==> src/rtl/mul32_sig_checker_misr.sv <==
//==============================================================================
// Module : misr
// Brief  : Galois multiple-input signature register; load has priority over en.
// Rev    : 1.0  initial release
//==============================================================================
`default_nettype none

module misr #(
    parameter int           W       = 64,
    parameter logic [W-1:0] POLY    = W'(64'h1B),
    parameter logic [W-1:0] RST_VAL = '0
) (
    input  logic         clk,
    input  logic         rst,
    input  logic         load,
    input  logic [W-1:0] load_val,
    input  logic         en,
    input  logic [W-1:0] din,
    output logic [W-1:0] q
);

    logic [W-1:0] r_q;
    logic [W-1:0] w_q_next;

    assign w_q_next = {r_q[W-2:0], 1'b0} ^ (r_q[W-1] ? POLY : '0) ^ din;

    always_ff @(posedge clk or posedge rst) begin
        if (rst) begin
            r_q <= RST_VAL;
        end else if (load) begin
            r_q <= load_val;
        end else if (en) begin
            r_q <= w_q_next;
        end
    end

    assign q = r_q;

endmodule

`default_nettype wire

==> config.mk <==
export PLATFORM = sky130hd
export DESIGN_NAME = misr
export DESIGN_NICKNAME = d
export VERILOG_FILES = /design/src/rtl/mul32_sig_checker_misr.sv
export SDC_FILE = /design/constraint.sdc
export NUM_CORES = 1
export LEC_CHECK = 0
export BUFFER_PORTS_ARGS = -buffer_cell sky130_fd_sc_hd__buf_2
export CAP_MARGIN = 5
export CELL_PAD_IN_SITES_DETAIL_PLACEMENT = 0
export CELL_PAD_IN_SITES_GLOBAL_PLACEMENT = 1
export CORE_UTILIZATION = 35
export CTS_BUF_LIST = sky130_fd_sc_hd__clkbuf_4 sky130_fd_sc_hd__clkbuf_8
export CTS_CLUSTER_SIZE = 16
export DETAILED_ROUTE_END_ITERATION = 6
export PLACE_DENSITY = 0.95
export SLEW_MARGIN = 0
export SYNTH_ARGS = -nofsm -noshare
export SYNTH_HDL_FRONTEND = slang
export SYNTH_SLANG_ARGS = --single-unit
==> constraint.sdc <==
create_clock -name clk -period 3.8 [get_ports clk]
set_input_delay 0.76 -clock clk [delete_from_list [all_inputs] [get_ports clk]]
set_output_delay 0.76 -clock clk [all_outputs]
set_load 0.1 [all_outputs]
== Word-level counts from Yosys, hierarchy flattened ==
Index checks and enable logic that the tools add are counted.
Storage, ports and cells
  flip-flop bits (word level): 64
  bits of input ports: 132
  output and inout bits: 64
Operators by class
  mux-type cells: 3
  bitwise logic cells: 2
  reduce and logical (&&, ||, !) cells: 1
Operator list (count)
  $mux 64: 2
  $xor 64x5->64: 1
  $xor 64x64->64: 1
  $mux 5: 1
  $reduce_bool 2->1: 1

== Depth between registers and ports, before layout ==
Gate-level depths: netlist of the first run.
  depth after elaboration: 5
  depth in mapped cells: 5

== Worst setup path after synthesis of the first run ==
Ideal clock, no wire load.
  path kind: reg-to-output
  start point: reg r_q[63] (netlist: q[63])
  end point: out q[63]
  arrival: 1.018 ns
  path slack: 2.022 ns
  stages on the path, launching flop included: 1
  buffers on the path: 0
  path through: dfrtp_1
RTL lines
  start: declaration: line 22  | logic [W-1:0] r_q;
  start signal: assignment: line 31  | r_q <= load_val;
  start signal: assignment: line 33  | r_q <= w_q_next;
  end: declaration: line 19  | output logic [W-1:0] q
No word-level cell between the ends.

== Final worst setup path of the first run ==
  start point: reg r_q[63] (netlist: q[63])
  end point: out q[63]
No word-level cell between the ends.

==> results of run 1 <==
==> worst min-delay path: stages (launching register included) <==
cell,delay [ns]
dfrtp_1,0.38
mux2i_1,0.08
o21ai_1,0.11
==> worst max path at each step <==
stage          endpoint  slack (ns)
6_report          q[63]        1.64
5_1_grt           q[63]        1.59
4_1_cts           q[63]        1.60
3_5_place_dp      q[59]        1.57
3_3_place_gp      q[48]        1.64
2_1_floorplan      q[0]        1.44
==> synth_stat cells (2+ instances only) <==
cell type / number
o21ai_0: 56
nand3_1: 3
o211ai_2: 2
clkbuf_1: 4
buf_2: 10
buf_12: 2
a21oi_1: 3
buf_6: 5
xor2_1: 64
mux2i_1: 61
nor2_1: 2
o21ai_1: 5
nor3b_1: 3
nand2_1: 61
dfrtp_1: 64
==> routing by layer <==
metal | vias to the layer above | part of all wire (%) | track usage [%]
met5 | - | 0 | 0
met4 | 0 | 0.96 | 5.09
met3 | 9 | 6.6 | 4.50
met2 | 116 | 49 | 28.4
met1 | 1433 | 43 | 19.2
li1 | 1551 | - | -
==> power by group <==
group / switching (mW) / total (mW) / internal, mW
clock: 0.260 / 0.612 / 0.352
combinational: 0.821 / 1.05 / 0.232
sequential: 0.0842 / 0.849 / 0.765
total: 1.17 / 2.51 / 1.35
==> kinds of logic after synthesis <==
kind of cell	after synthesis	share of synthesized area, %
buf+inv	23	4.80
flops	64	44.5
xor+xnor	64	15.6
compound gates	67	9.80
simple gates	71	8.38
mux	61	17.0
==> through the flow <==
stage / std cells / setup WS [ns]
6_report: 673 / 1.64
5_1_grt: 673 / 1.59
4_1_cts: 673 / 1.60
3_5_place_dp: 657 / 1.57
3_3_place_gp: 657 / 1.64
2_1_floorplan: 350 / 1.44
==> final cells by class <==
| type | count | area, um2 | area share (%) |
|---|---|---|---|
| sequential | 64 | 1600 | 33.4 |
| clock buffer | 13 | 166 | 3.47 |
| tap | 133 | 166 | 3.47 |
| multi-input combinational | 263 | 1830 | 38.1 |
| clock inverter | 3 | 40.0 | 0.836 |
| inverter | 1 | 3.75 | 0.0783 |
| timing repair buffer | 196 | 988 | 20.6 |
==> reports/qor.yml, run 1 <==
finalNetCount: 667
r2r-start: "q[63]"
crit_cells: 1
dr_total_vias: 3109
cts.clk_slew.worst_paths_ns: 0.07
synth_top_area_share_pct: 44.5
path_class: "reg2out"
num_rows: 36
hpwl_mm: 6.22
clock-sinks: 64
post_drt_wl_per_cell_um: 13.2
die_y_um: 103
synth-seq-cells: 64
hold_slack_ns: 0.606
grt_pass1_vias: 2934
ioPinCount: 196
synthFlopType: "dfrtp_1"
numPortBuffers: 195
required_ns: 3.04
finalPower_mw: 2.51
yosys.area.top_type: "dfrtp_1"
powerDensity_nw_per_um2: 525
setup-tns-final_ns: 0
hold_viol: 0
drt_iter0_drc: 99
layout_commonest_cell: "buf_2"
remaining_drc_errors: 0
final_core_util_pct: 48.6
synth_area_um2: 3600
start_kind: "flip-flop"
fillerInstances: 941
drt-total-wl_mm: 8.85
routabilityCongestion: 0.756
skew_ns: 0.00481
post_cts_buffers: 0
grt_overflow: 0
synth_cells: 350
endpoint_kind: "output port"
reg2reg_depth: 3
max_cap_violations: 0
crit_fanout: 6
clockBufferDepth: 2
initial_core_util_pct: 36.5
syn_nets: 482
ctsResizeCount: 0
via_per_inst: 4.62
final_area_um2: 4790
h-tree-depth: 3
max-vdd-ir-drop_mv: 0.244
placed_cell_area_um2: 4590
fmax_mhz: 463
min_path_cells: 2
synth_edf_count: 0
slowest_stage: "dfrtp_1"
slew_violations: 0
cts_buffers: 9
r2r_setup_slack_ns: 2.70
async_flop_share_pct: 100
cts_tree: "built"
ys_types: 20
status: "complete, no violations"
core-area_um2: 9860
cts_hold_buf: 0
yosysSeqAreaShare_pct: 44.5
insertion_delay_ns: 0.34
fp.dieW_um: 103
grt_start_max_net_pins: 133
whs_endpoint: "q[27]"
crit_family: "flip-flops"
critical_path_buf_inv_count: 1
synthTopCellsByArea: "dfrtp_1 44%, mux2i_1 17%, xor2_1 16%"
cp_cell_sequence: "buf_2"
grt_use_total_pct: 16.2
ant_nets: 0
first_pass_iters: 4
dieArea_um2: 10700
yosys_warnings: 0
largest_reg_flops: 64
antennaDiodeCount: 0
finalSetupViolations: 0
arrival_ns: 1.40
hold_path_startpoint: "q[27]"
slew_headroom_pct: 25.5
area_growth_syn_to_layout_pct: 33.1
r2r_end: "q[0]"
grt_pass1_wl_mm: 13.2
synth.avg_cell_area_um2: 10.3
rsz0062_at_grt: "no"
final_cell_mix: "193 x buf_2, 64 x xor2_1, 64 x dfrtp_1"
clockRootBuffer: "clkbuf_8"
antenna_found_initial: 0
drive_gt1_share_pct: 40.0
worstMarginPinSlew_ns: 1.12
min_period_over_period_pct: 56.8
critPathLaunch: "q[63]"
crit_path_max_incr_delay_ns: 0.56
p_leak_nw: 2.58
hp-class: "reg2reg"
finalCriticalPeriod_ns: 2.16
No activity file was read; power rests on OpenSTA's default activity.
==> inputs of run 2 (changes only) <==
- CORE_UTILIZATION: 35 -> 34
- PLACE_DENSITY: 0.95 -> 0.93
- clock period: 3.8 -> 2.2 ns (I/O delays scaled with it)
==> reports/qor.yml, run 2 (same netlist as run 1, synthesis figures left out) <==
status: "complete, no violations"
rsz0062_at_grt: "no"
drive_gt1_share_pct: 40.4
powerDensity_nw_per_um2: 914
first_pass_iters: 4
reg2reg_depth: 3
routabilityCongestion: 0.879
grt_pass1_vias: 3055
finalPower_mw: 4.49
max-vdd-ir-drop_mv: 0.354
max_cap_violations: 0
numPortBuffers: 195
antenna_found_initial: 0
setup-tns-final_ns: 0
min_period_over_period_pct: 81.5
crit_path_max_incr_delay_ns: 0.53
critPathLaunch: "q[63]"
cp_cell_sequence: "buf_2"
fmax_mhz: 558
hp-class: "in2async"
crit_cells: 1
r2r_setup_slack_ns: 1.17
ant_nets: 0
worstMarginPinSlew_ns: 0.576
layout_commonest_cell: "buf_2"
h-tree-depth: 3
cts.clk_slew.worst_paths_ns: 0.07
grt_pass1_wl_mm: 14.5
dpl_worst_slack_ns: 0.609
grt_overflow: 0
area_growth_syn_to_layout_pct: 36.4
antennaDiodeCount: 0
grt_use_total_pct: 16.3
critical_path.endpoint: "q[63]"
num_rows: 37
clockRootBuffer: "clkbuf_8"
post_cts_buffers: 0
clockBufferDepth: 2
drt_iter0_drc: 114
endpoint_kind: "output port"
p_leak_nw: 2.63
initial_core_util_pct: 35.0
grtUsageMet3_pct: 3.99
ioPinCount: 196
final_cell_mix: "193 x buf_2, 64 x xor2_1, 64 x dfrtp_1"
largest_reg_flops: 64
fillerInstances: 1011
r2r_end: "q[4]"
arrival_ns: 1.35
via_per_inst: 4.67
post_drt_wl_per_cell_um: 12.9
finalSetupViolations: 0
fp.dieW_um: 105
ctsResizeCount: 0
cts_tree: "built"
busiest_layer: "met2"
crit_fanout: 6
skew_ns: 0.0128
r2r-start: "q[63]"
required_ns: 1.76
path_class: "reg2out"
cts_buffers: 9
fin_ws_ns: 0.407
core-area_um2: 10300
hpwl_mm: 6.44
cts_hold_buf: 0
crit_family: "flip-flops"
slew_headroom_pct: 61.6
start_kind: "flip-flop"
insertion_delay_ns: 0.33
slowest_stage: "dfrtp_1"
finalNetCount: 671
finalCriticalPeriod_ns: 1.79
remaining_drc_errors: 0
critical_path_buf_inv_count: 1
hold_viol: 0
drt-total-wl_mm: 8.74
slew_violations: 0
grt_start_max_net_pins: 66
die_y_um: 105
final_core_util_pct: 47.8
use_met1_pct: 21.5
dr_total_vias: 3173
clock-sinks: 64
dieArea_um2: 11000
grtUsageMet2_pct: 26.5
==> run 2: cell count changes in the layout (fill, tap and decap cells not counted), sizes merged <==
cell	previous run	this run
clkbuf	13	12
buf	196	200
bufinv	1	2
clkinv	2	0
clkinvlp	0	2
==> run 2: how the worst min path moves through the flow <==
stage	slack, ns	endpoint	depth (start not counted)
final	0.18	q[37]	3
after global routing	0.20	q[47]	3
after global placement	0.54	q[43]	3
after floorplan	0.56	q[61]	2
after CTS	0.18	q[27]	3
after detailed placement	0.55	q[45]	3
==> run 2: metrics by stage <==
stage / cell area [um2] / std cells / hold slack (ns)
2_1_floorplan: 3600 / 350 / 0.557
3_3_place_gp: 4670 / 664 / 0.543
3_5_place_dp: 4670 / 664 / 0.548
4_1_cts: 4910 / 680 / 0.179
5_1_grt: 4910 / 680 / 0.199
6_report: 4910 / 680 / 0.180
==> run 2: where the power goes <==
group          switching [mW]  internal (mW)
clock network           0.458          0.732
registers               0.143           1.32
logic                    1.42          0.411
total                    2.02           2.46
==> run 2: metal layers <==
layer	part of all wire (%)	vias to the layer above
met5	0	-
met1	46	1485
li1	-	1556
met3	7.0	9
met4	1.1	0
met2	46	123
==> run 2: layout make-up <==
cell class | count | area, um2 | share of cell area, %
Inverter | 1 | 3.75 | 0.0765
Timing Repair Buffer | 200 | 1070 | 21.8
Multi-Input combinational cell | 263 | 1830 | 37.2
Tap cell | 136 | 170 | 3.47
Clock inverter | 4 | 75.1 | 1.53
Clock buffer | 12 | 165 | 3.36
Sequential cell | 64 | 1600 | 32.6
==> run 2: worst min-delay path, stage by stage <==
cell	delay (ns)
buf_2	0.10
inv_2	0.06
buf_12	0.30
